## src/rtl/jedro_1_ifu_pkg.sv

```systemverilog
// rtl/jedro_1_ifu_pkg.sv - shared types and constants for the jedro_1 fetch unit
// Purpose: fetch-entry type {instr, pc}, PC step, and the storage reset entry (NOP at PC 0).
package jedro_1_ifu_pkg;

    localparam int XLEN       = 32;
    localparam int INSTR_STEP = 4;

    // addi x0, x0, 0
    localparam logic [XLEN-1:0] RESET_INSTR = 32'h0000_0013;

    typedef struct packed {
        logic [XLEN-1:0] instr;
        logic [XLEN-1:0] pc;
    } fetch_entry_t;

    localparam fetch_entry_t RESET_ENTRY = '{instr: RESET_INSTR, pc: '0};

endpackage

```

## src/rtl/jedro_1_ifu_fifo.sv

```systemverilog
// rtl/jedro_1_ifu_fifo.sv - synchronous prefetch FIFO with flush
// Purpose: DEPTH-entry FIFO of entry_t; head is read combinationally from storage.
// Ports: clk_i, rst_i (sync, active high), flush_i (drops all entries),
//        push_i/wdata_i, pop_i, rdata_o (head), full_o, empty_o, count_o.
module jedro_1_ifu_fifo #(
    parameter int  DEPTH = 4,
    parameter type entry_t = logic [63:0],
    parameter entry_t RESET_ENTRY = '0,
    localparam int PTR_W = $clog2(DEPTH),
    localparam int CNT_W = PTR_W + 1
) (
    input  logic             clk_i,
    input  logic             rst_i,
    input  logic             flush_i,
    input  logic             push_i,
    input  entry_t           wdata_i,
    input  logic             pop_i,
    output entry_t           rdata_o,
    output logic             full_o,
    output logic             empty_o,
    output logic [CNT_W-1:0] count_o
);

    entry_t             mem_q [DEPTH];
    entry_t             mem_d [DEPTH];
    logic [PTR_W-1:0]   wptr_q, wptr_d;
    logic [PTR_W-1:0]   rptr_q, rptr_d;
    logic [CNT_W-1:0]   count_q, count_d;
    logic               do_push, do_pop;

    assign empty_o = (count_q == '0);
    assign full_o  = (count_q == CNT_W'(DEPTH));
    assign count_o = count_q;
    assign rdata_o = mem_q[rptr_q];

    // A push into a full FIFO is accepted only when the head leaves in the same cycle.
    assign do_pop  = pop_i && !empty_o;
    assign do_push = push_i && (!full_o || do_pop);

    always_comb begin
        mem_d   = mem_q;
        wptr_d  = wptr_q;
        rptr_d  = rptr_q;
        count_d = count_q;
        if (flush_i) begin
            wptr_d  = '0;
            rptr_d  = '0;
            count_d = '0;
        end else begin
            if (do_push) begin
                mem_d[wptr_q] = wdata_i;
                wptr_d        = wptr_q + PTR_W'(1);
            end
            if (do_pop) begin
                rptr_d = rptr_q + PTR_W'(1);
            end
            count_d = count_q + CNT_W'(do_push) - CNT_W'(do_pop);
        end
    end

    always_ff @(posedge clk_i) begin
        if (rst_i) begin
            for (int i = 0; i < DEPTH; i++) begin
                mem_q[i] <= RESET_ENTRY;
            end
            wptr_q  <= '0;
            rptr_q  <= '0;
            count_q <= '0;
        end else begin
            mem_q   <= mem_d;
            wptr_q  <= wptr_d;
            rptr_q  <= rptr_d;
            count_q <= count_d;
        end
    end

endmodule

```

## src/rtl/jedro_1_ifu.sv

```systemverilog
// rtl/jedro_1_ifu.sv - jedro_1 instruction fetch unit
// Purpose: sequential word fetch from a 1-cycle ROM into a prefetch FIFO, valid/ready
//          hand-off to the decoder, flush and redirect on jmp_i.
// Ports: clk_i, rst_i (sync, active high); mem_addr_o/mem_en_o/mem_rdata_i (ROM);
//        jmp_i/jmp_addr_i (redirect); instr_o/pc_o/valid_o/ready_i (decoder);
//        misaligned_o only when JEDRO_1_IFU_MISALIGN_CHECK_EN is defined.
module jedro_1_ifu
    import jedro_1_ifu_pkg::*;
#(
    parameter int                    ADDR_WIDTH = 32,
    parameter int                    DATA_WIDTH = 32,
    parameter logic [ADDR_WIDTH-1:0] BOOT_ADDR  = 32'h0000_0000,
    parameter int                    FIFO_DEPTH = 4
) (
    input  logic                  clk_i,
    input  logic                  rst_i,
    output logic [ADDR_WIDTH-1:0] mem_addr_o,
    output logic                  mem_en_o,
    input  logic [DATA_WIDTH-1:0] mem_rdata_i,
    input  logic                  jmp_i,
    input  logic [ADDR_WIDTH-1:0] jmp_addr_i,
    output logic [DATA_WIDTH-1:0] instr_o,
    output logic [ADDR_WIDTH-1:0] pc_o,
    output logic                  valid_o,
    input  logic                  ready_i
`ifdef JEDRO_1_IFU_MISALIGN_CHECK_EN
    ,
    output logic                  misaligned_o
`endif
);

    localparam int CNT_W = $clog2(FIFO_DEPTH) + 1;

    logic [ADDR_WIDTH-1:0] fetch_pc_q, fetch_pc_d;
    logic [ADDR_WIDTH-1:0] issued_pc_q, issued_pc_d;
    logic                  inflight_q, inflight_d;
    logic [DATA_WIDTH-1:0] instr_hold_q, instr_hold_d;
    logic [ADDR_WIDTH-1:0] pc_hold_q, pc_hold_d;

    fetch_entry_t          push_entry, head_entry;
    logic                  fifo_full, fifo_empty;
    logic [CNT_W-1:0]      fifo_count;
    logic [CNT_W-1:0]      occupancy;
    logic                  issue, push, pop, stall;

`ifdef JEDRO_1_IFU_MISALIGN_CHECK_EN
    logic misaligned_q, misaligned_d;

    always_comb begin
        misaligned_d = misaligned_q;
        if (jmp_i) begin
            misaligned_d = |jmp_addr_i[1:0];
        end
    end

    always_ff @(posedge clk_i) begin
        if (rst_i) begin
            misaligned_q <= 1'b0;
        end else begin
            misaligned_q <= misaligned_d;
        end
    end

    assign stall        = misaligned_q;
    assign misaligned_o = misaligned_q;
`else
    assign stall = 1'b0;
`endif

    // Slots already promised: buffered entries plus the read still coming back.
    assign occupancy = fifo_count + CNT_W'(inflight_q);
    assign issue     = !rst_i && !jmp_i && !stall && (occupancy < CNT_W'(FIFO_DEPTH));

    assign mem_en_o   = issue;
    assign mem_addr_o = fetch_pc_q;

    // A return landing in a jump cycle belongs to the old stream and is dropped.
    assign push             = inflight_q && !jmp_i;
    assign push_entry.instr = mem_rdata_i;
    assign push_entry.pc    = issued_pc_q;

    assign valid_o = !fifo_empty && !stall;
    assign pop     = valid_o && ready_i && !jmp_i;

    // While empty, show what was shown last cycle rather than stale storage.
    assign instr_o = fifo_empty ? instr_hold_q : head_entry.instr;
    assign pc_o    = fifo_empty ? pc_hold_q : head_entry.pc;

    always_comb begin
        fetch_pc_d   = fetch_pc_q;
        issued_pc_d  = issued_pc_q;
        inflight_d   = issue;
        instr_hold_d = instr_o;
        pc_hold_d    = pc_o;
        if (jmp_i) begin
            fetch_pc_d = {jmp_addr_i[ADDR_WIDTH-1:2], 2'b00};
        end else if (issue) begin
            fetch_pc_d  = fetch_pc_q + ADDR_WIDTH'(INSTR_STEP);
            issued_pc_d = fetch_pc_q;
        end
    end

    always_ff @(posedge clk_i) begin
        if (rst_i) begin
            fetch_pc_q   <= BOOT_ADDR;
            issued_pc_q  <= BOOT_ADDR;
            inflight_q   <= 1'b0;
            instr_hold_q <= '0;
            pc_hold_q    <= '0;
        end else begin
            fetch_pc_q   <= fetch_pc_d;
            issued_pc_q  <= issued_pc_d;
            inflight_q   <= inflight_d;
            instr_hold_q <= instr_hold_d;
            pc_hold_q    <= pc_hold_d;
        end
    end

    jedro_1_ifu_fifo #(
        .DEPTH       (FIFO_DEPTH),
        .entry_t     (fetch_entry_t),
        .RESET_ENTRY (RESET_ENTRY)
    ) u_fifo (
        .clk_i   (clk_i),
        .rst_i   (rst_i),
        .flush_i (jmp_i),
        .push_i  (push),
        .wdata_i (push_entry),
        .pop_i   (pop),
        .rdata_o (head_entry),
        .full_o  (fifo_full),
        .empty_o (fifo_empty),
        .count_o (fifo_count)
    );

    logic unused_full;
    assign unused_full = fifo_full;

endmodule

```

## config.mk

```make
export PLATFORM = sky130hd
export DESIGN_NAME = jedro_1_ifu
export DESIGN_NICKNAME = d
export VERILOG_FILES = /design/src/rtl/jedro_1_ifu_pkg.sv /design/src/rtl/jedro_1_ifu_fifo.sv /design/src/rtl/jedro_1_ifu.sv
export SDC_FILE = /design/constraint.sdc
export NUM_CORES = 1
export LEC_CHECK = 0
export ABC_AREA = 1
export CAP_MARGIN = 20
export CORE_ASPECT_RATIO = 0.9
export CORE_MARGIN = 10
export CORE_UTILIZATION = 25
export CTS_CLUSTER_DIAMETER = 40
export CTS_CLUSTER_SIZE = 24
export DETAILED_ROUTE_END_ITERATION = 7
export PLACE_DENSITY_LB_ADDON = 0.2
export REMOVE_ABC_BUFFERS = 1
export SYNTH_ARGS = -nofsm -noshare
export SYNTH_HDL_FRONTEND = slang
export SYNTH_SLANG_ARGS = --single-unit
export TNS_END_PERCENT = 20
```

## constraint.sdc

```tcl
create_clock -name clk_i -period 4.8 [get_ports clk_i]
set_clock_uncertainty 0.2 [all_clocks]
set_input_delay 0.96 -clock clk_i [delete_from_list [all_inputs] [get_ports clk_i]]
set_output_delay 0.96 -clock clk_i [all_outputs]
set_load 0.02 [all_outputs]
```

## Yosys cells after proc, flatten, opt, wreduce, memory -nomap -nowiden

Index checks and enable logic that the tools add are counted.

- Bits in registers: 392
- Input bits: 68
- Output and inout port bits: 98
- Word-level logic and storage cells: 59

- Add/sub/neg operators: 6
- Magnitude comparators: 4
- Eq/ne operators: 1
- Multiplexer cells: 10
- Bitwise operators: 3
- Reductions and logical operators: 18

Operator list:

| kind | count |
|---|---|
| $bwmux 256 | 1 |
| $mux 64 | 3 |
| $bmux 64 s2 | 1 |
| $demux 64 s2 | 1 |
| $mux 32 | 4 |
| $add 32x3->32 const B | 1 |
| $logic_and 1x1->1 | 8 |
| $add 3x1->3 | 2 |
| $ge 3x3->1 const B | 2 |
| $not 2->3 | 2 |
| $add 2x1->2 const B | 2 |
| $logic_not 1->1 | 4 |
| $reduce_and 2->1 | 2 |
| $eq 3x3->1 const B | 1 |
| $logic_not 3->1 | 1 |
| $lt 3x1->1 const B | 1 |
| $lt 3x3->1 const B | 1 |
| $sub 3x1->3 | 1 |
| $reduce_bool 2->1 | 1 |
| $reduce_or 2->1 | 1 |
| $logic_or 1x1->1 | 1 |
| $not 1->1 | 1 |

## Longest topological paths before layout

- Word-level depth: 9
- Gate-level depth with buffers: 10
- Gate-level depth less buffers: 10

## Hierarchy

Synthesis repeated with hierarchy kept, for this count alone.

- Cell total of the unflattened synthesis: 2878
- Area total of the unflattened synthesis: 18241.2 um2

Modules (own cells, without submodules):

| module | times used | cells an instance | area an instance (um2) | sequential area each (um2) |
|---|---|---|---|---|
| jedro_1_ifu_fifo | 1 | 2025 | 12547.0 | 5265.0 |
| jedro_1_ifu | 1 | 853 | 5694.2 | 2502.4 |

## Worst setup path after synthesis

No wires, ideal clock.

- Kind: in2out
- Start: input jmp_i
- End: output mem_en_o
- Data arrival time: 1882 ps
- Data required time: 3640 ps
- Slack: 1758 ps
- Cell stages on the path: 6
- Path buffers: 3
- Path through: buf_2 nor2_2 nand3_1 buf_2 inv_2 buf_2

- Word-level cells in the longest chain between the ends: 3

RTL lines:

| element | RTL line | text |
|---|---|---|
| start, declared | jedro_1_ifu.sv:20 | `input logic jmp_i,` |
| $logic_not 1->1 | jedro_1_ifu.sv:72 | `assign issue = !rst_i && !jmp_i && !stall && (occupancy < CNT_W'(FIFO_DEPTH));` |
| $logic_and 1x1->1 (2 in a row) | jedro_1_ifu.sv:72 |  |
| end, declared | jedro_1_ifu.sv:18 | `output logic mem_en_o,` |

No other way between the ends.

## Worst setup path after layout

- Start: register u_fifo.rptr_q[0]
- End: output pc_o[21]

- Word-level cells in the longest chain between the ends: 5

RTL lines:

| element | RTL line | text |
|---|---|---|
| start, declared | jedro_1_ifu_fifo.sv:27 | `logic [PTR_W-1:0] rptr_q, rptr_d;` |
| start signal, assigned | jedro_1_ifu_fifo.sv:72 | `rptr_q <= rptr_d;` |
| $not 2->3 (implied by the code) | jedro_1_ifu_fifo.sv:34 | `assign rdata_o = mem_q[rptr_q];` |
| $bmux 64 s2 | jedro_1_ifu_fifo.sv:34 |  |
| $mux 64 (implied by the code) (2 in a row) | jedro_1_ifu_fifo.sv:34 |  |
| $mux 32 | jedro_1_ifu.sv:87 | `assign pc_o = fifo_empty ? pc_hold_q : head_entry.pc;` |
| end, declared | jedro_1_ifu.sv:23 | `output logic [ADDR_WIDTH-1:0] pc_o,` |

No other way between the ends. The select of a mux whose other input is x is not followed.

==> flow_summary.json <==
{
  "hold_violations": 0,
  "row_count": 89,
  "postCtsSetupBuffers": 0,
  "r2r_cells": 10,
  "gp_congestion": 0.795,
  "nFillCells": 6951,
  "initial_core_util_pct": 25.2,
  "cp.required_ns": 3.64,
  "drc": 0,
  "rsz0062_at_grt": "no",
  "synth_top_area_cell": "dfxtp_1",
  "ctsHoldBuffers": 0,
  "area_growth_pct": 28.7,
  "cap_violations": 0,
  "fin_ws_ns": 0.462,
  "port_buffers": 161,
  "post-dp-hpwl_um": 32900,
  "fp.dieH_um": 264,
  "cts_max_path_buffers": 3,
  "fin_nets": 2535,
  "worstHoldPathType": "flop to flop",
  "grt-ovfl-total": 0,
  "path_class": "flop to primary output",
  "worst_setup_path_end_kind": "primary output",
  "vias": 15589,
  "status": "finished clean",
  "post-synth-top-count-cell": "nand2_1",
  "die_area_sq_um": 76900,
  "placed_cells": 3244,
  "busiest_layer": "met2",
  "post-route-period-util_pct": 90.4,
  "use_met3_pct": 3.72,
  "core_area_sq_um": 65600,
  "n_antenna_cell": 0,
  "synth_area_sq_um": 16500,
  "crit_end": "pc_o[21]",
  "grt_pass1_vias": 15125,
  "die_w_um": 291,
  "drt-vias-per-instance": 4.60,
  "antenna_found_initial": 0,
  "ant_nets": 0,
  "worst_pin_slew_ns": 0.994,
  "vdd_drop_max_uv": 223,
  "instances_no_fill": 3386,
  "powerDensity_nw_per_um2": 432,
  "cts.clk_slew.worst_paths_ns": 0.05,
  "startpoint": "u_fifo.rptr_q[0]",
  "r2r_slack_ns": 1.73,
  "leakagePower_nw": 8.00,
  "ys_dominant_reg_cell": "dfxtp_1",
  "clock_sinks": 380,
  "cts_tree": "yes",
  "grt_pass1_wl_um": 87800,
  "fmax_mhz": 231,
  "worstHoldStart": "pc_hold_q[0]",
  "fin_crit_ns": 4.34,
  "drt-total-wl_um": 56200,
  "h-tree-depth": 3,
  "cp.arrival_ns": 3.18,
  "dr.pass1.iters": 5,
  "synth.avg_cell_area_sq_um": 7.01,
  "grt_usage_pct": 14.2,
  "start_kind": "flop",
  "report.final.setup_viol": 0,
  "cts_buffers": 77,
  "cts-resized-gates": 0,
  "grt_util_met1_pct": 18.4,
  "synth.distinct_cells": 34,
  "cts_root_buf": "clkbuf_16",
  "cp_max_fo": 54,
  "synthTopCellsByArea": "dfxtp_1 (46%), nand2_1 (16%), a21oi_1 (14%)",
  "setup_tns_ns": 0,
  "grt_use_met2_pct": 22.8,
  "slew_violations": 0,
  "grt_max_degree": 77,
  "relSlewSlack_pct": 33.7,
  "synth_enable_flop_cells": 0,
  "wl_per_cell_um": 16.6,
  "synth_top_area_share_pct": 46.0,
  "layout-drive-gt1-share_pct": 6.98,
  "netlist_top_cells_count": "nand2_1 (726), a21oi_1 (471), dfxtp_1 (380), o21ai_0 (253), inv_1 (190)",
  "yosysWarnings": 0,
  "rr_startpoint": "u_fifo.count_o[1]",
  "io_pins": 166,
  "reg2reg_to": "u_fifo.count_o[2]",
  "ys_seq_elements": 380,
  "place_ws_ns": 0.777,
  "clk_latency_ns": 0.60,
  "first_iter_violations": 934,
  "synth_cells": 2361,
  "seq_area_frac_synth_pct": 46.0,
  "ys_async_sr_fraction_pct": 0
}
how the worst min path moves through the flow:
stage / cells after the start / to / slack [ns]
after global routing: 2 / u_fifo.mem_q[162] / 0.26
after detailed placement: 2 / pc_hold_q[0] / 0.24
final: 2 / pc_hold_q[0] / 0.24
after CTS: 2 / pc_hold_q[0] / 0.25
after floorplan: 2 / pc_hold_q[0] / 0.22
after global placement: 2 / pc_hold_q[1] / 0.24
logic make-up after synthesis:
group | share of synthesized area [%]
AO/OA/AOI/OAI | 22.5
adder cells (fa/ha/maj) | 0.651
buffers and inverters | 9.82
other | 0.0227
flip-flops | 46.0
AND/OR/NAND/NOR | 20.4
XOR/XNOR | 0.582
worst max-delay path: stages, from the launching register on:
cell and delay (ns):
dfxtp_4 0.65, inv_4 0.38, buf_4 0.32, a21oi_1 0.15, o21ai_0 0.14, nand2_1 0.14, nand2_1 0.08, nand2_1 0.09
clkdlybuf4s50_1 0.61
routing by layer:
metal	routed length [um]	vias to the layer above
met5	0	-
met4	1150	0
met3	3190	80
met2	25700	357
met1	26100	7303
li1	-	7849
state kept, by name (all words and copies together) (netlist names):
register and cells:
u_fifo.count_o 3, mem_addr_o 30, instr_hold_q 32, u_fifo.rptr_q 2, pc_hold_q 32, inflight_q 1
u_fifo.wptr_q 2, u_fifo.mem_q 248, issued_pc_q 30
layout by cell type, fill, tap and decap left out, drive strengths merged:
| master | instances |
|---|---|
| dfxtp | 380 |
| conb | 2 |
| inv | 203 |
| o21ai | 259 |
| a21o | 1 |
| buf | 21 |
| a31oi | 4 |
| xnor2 | 5 |
| clkinv | 22 |
| nand2 | 731 |
| fa | 1 |
| a211oi | 1 |
| or2 | 1 |
| xor2 | 6 |
| nor3 | 4 |
| ha | 7 |
| a21oi | 471 |
| clkinvlp | 7 |
| nand4 | 1 |
| o21bai | 1 |
| nor2 | 66 |
| o22ai | 3 |
| nand3 | 59 |
| bufinv | 7 |
| clkbuf | 99 |
| clkdlybuf4s50 | 160 |
cell type report:
| type | instances | area (sq um) | area share, % |
|---|---|---|---|
| clock inverters | 44 | 503 | 2.36 |
| multi-input cells | 1623 | 7320 | 34.4 |
| repair buffers | 182 | 1840 | 8.62 |
| flip-flops and latches | 380 | 7610 | 35.8 |
| well taps | 864 | 1080 | 5.08 |
| clock buffers | 98 | 2180 | 10.2 |
| inverters | 195 | 749 | 3.52 |
where the power goes:
group | total [mW] | internal (mW) | switching, mW
clock network | 5.47 | 3.62 | 1.85
registers | 3.27 | 3.21 | 0.0584
logic | 0.450 | 0.162 | 0.289
total | 9.18 | 6.99 | 2.20
metrics by stage:
step	instance area [sq um]	utilization (%)	power, mW	hold WS, ns
finish	21300	32.4	9.18	0.244
global route	21300	32.4	9.52	0.260
CTS	21300	32.4	9.33	0.246
detailed placement	18600	28.4	3.79	0.238
global placement	18600	28.4	3.78	0.235
floorplan	15700	-	3.51	0.222
Note: power is estimated with default switching activity, not from simulation.
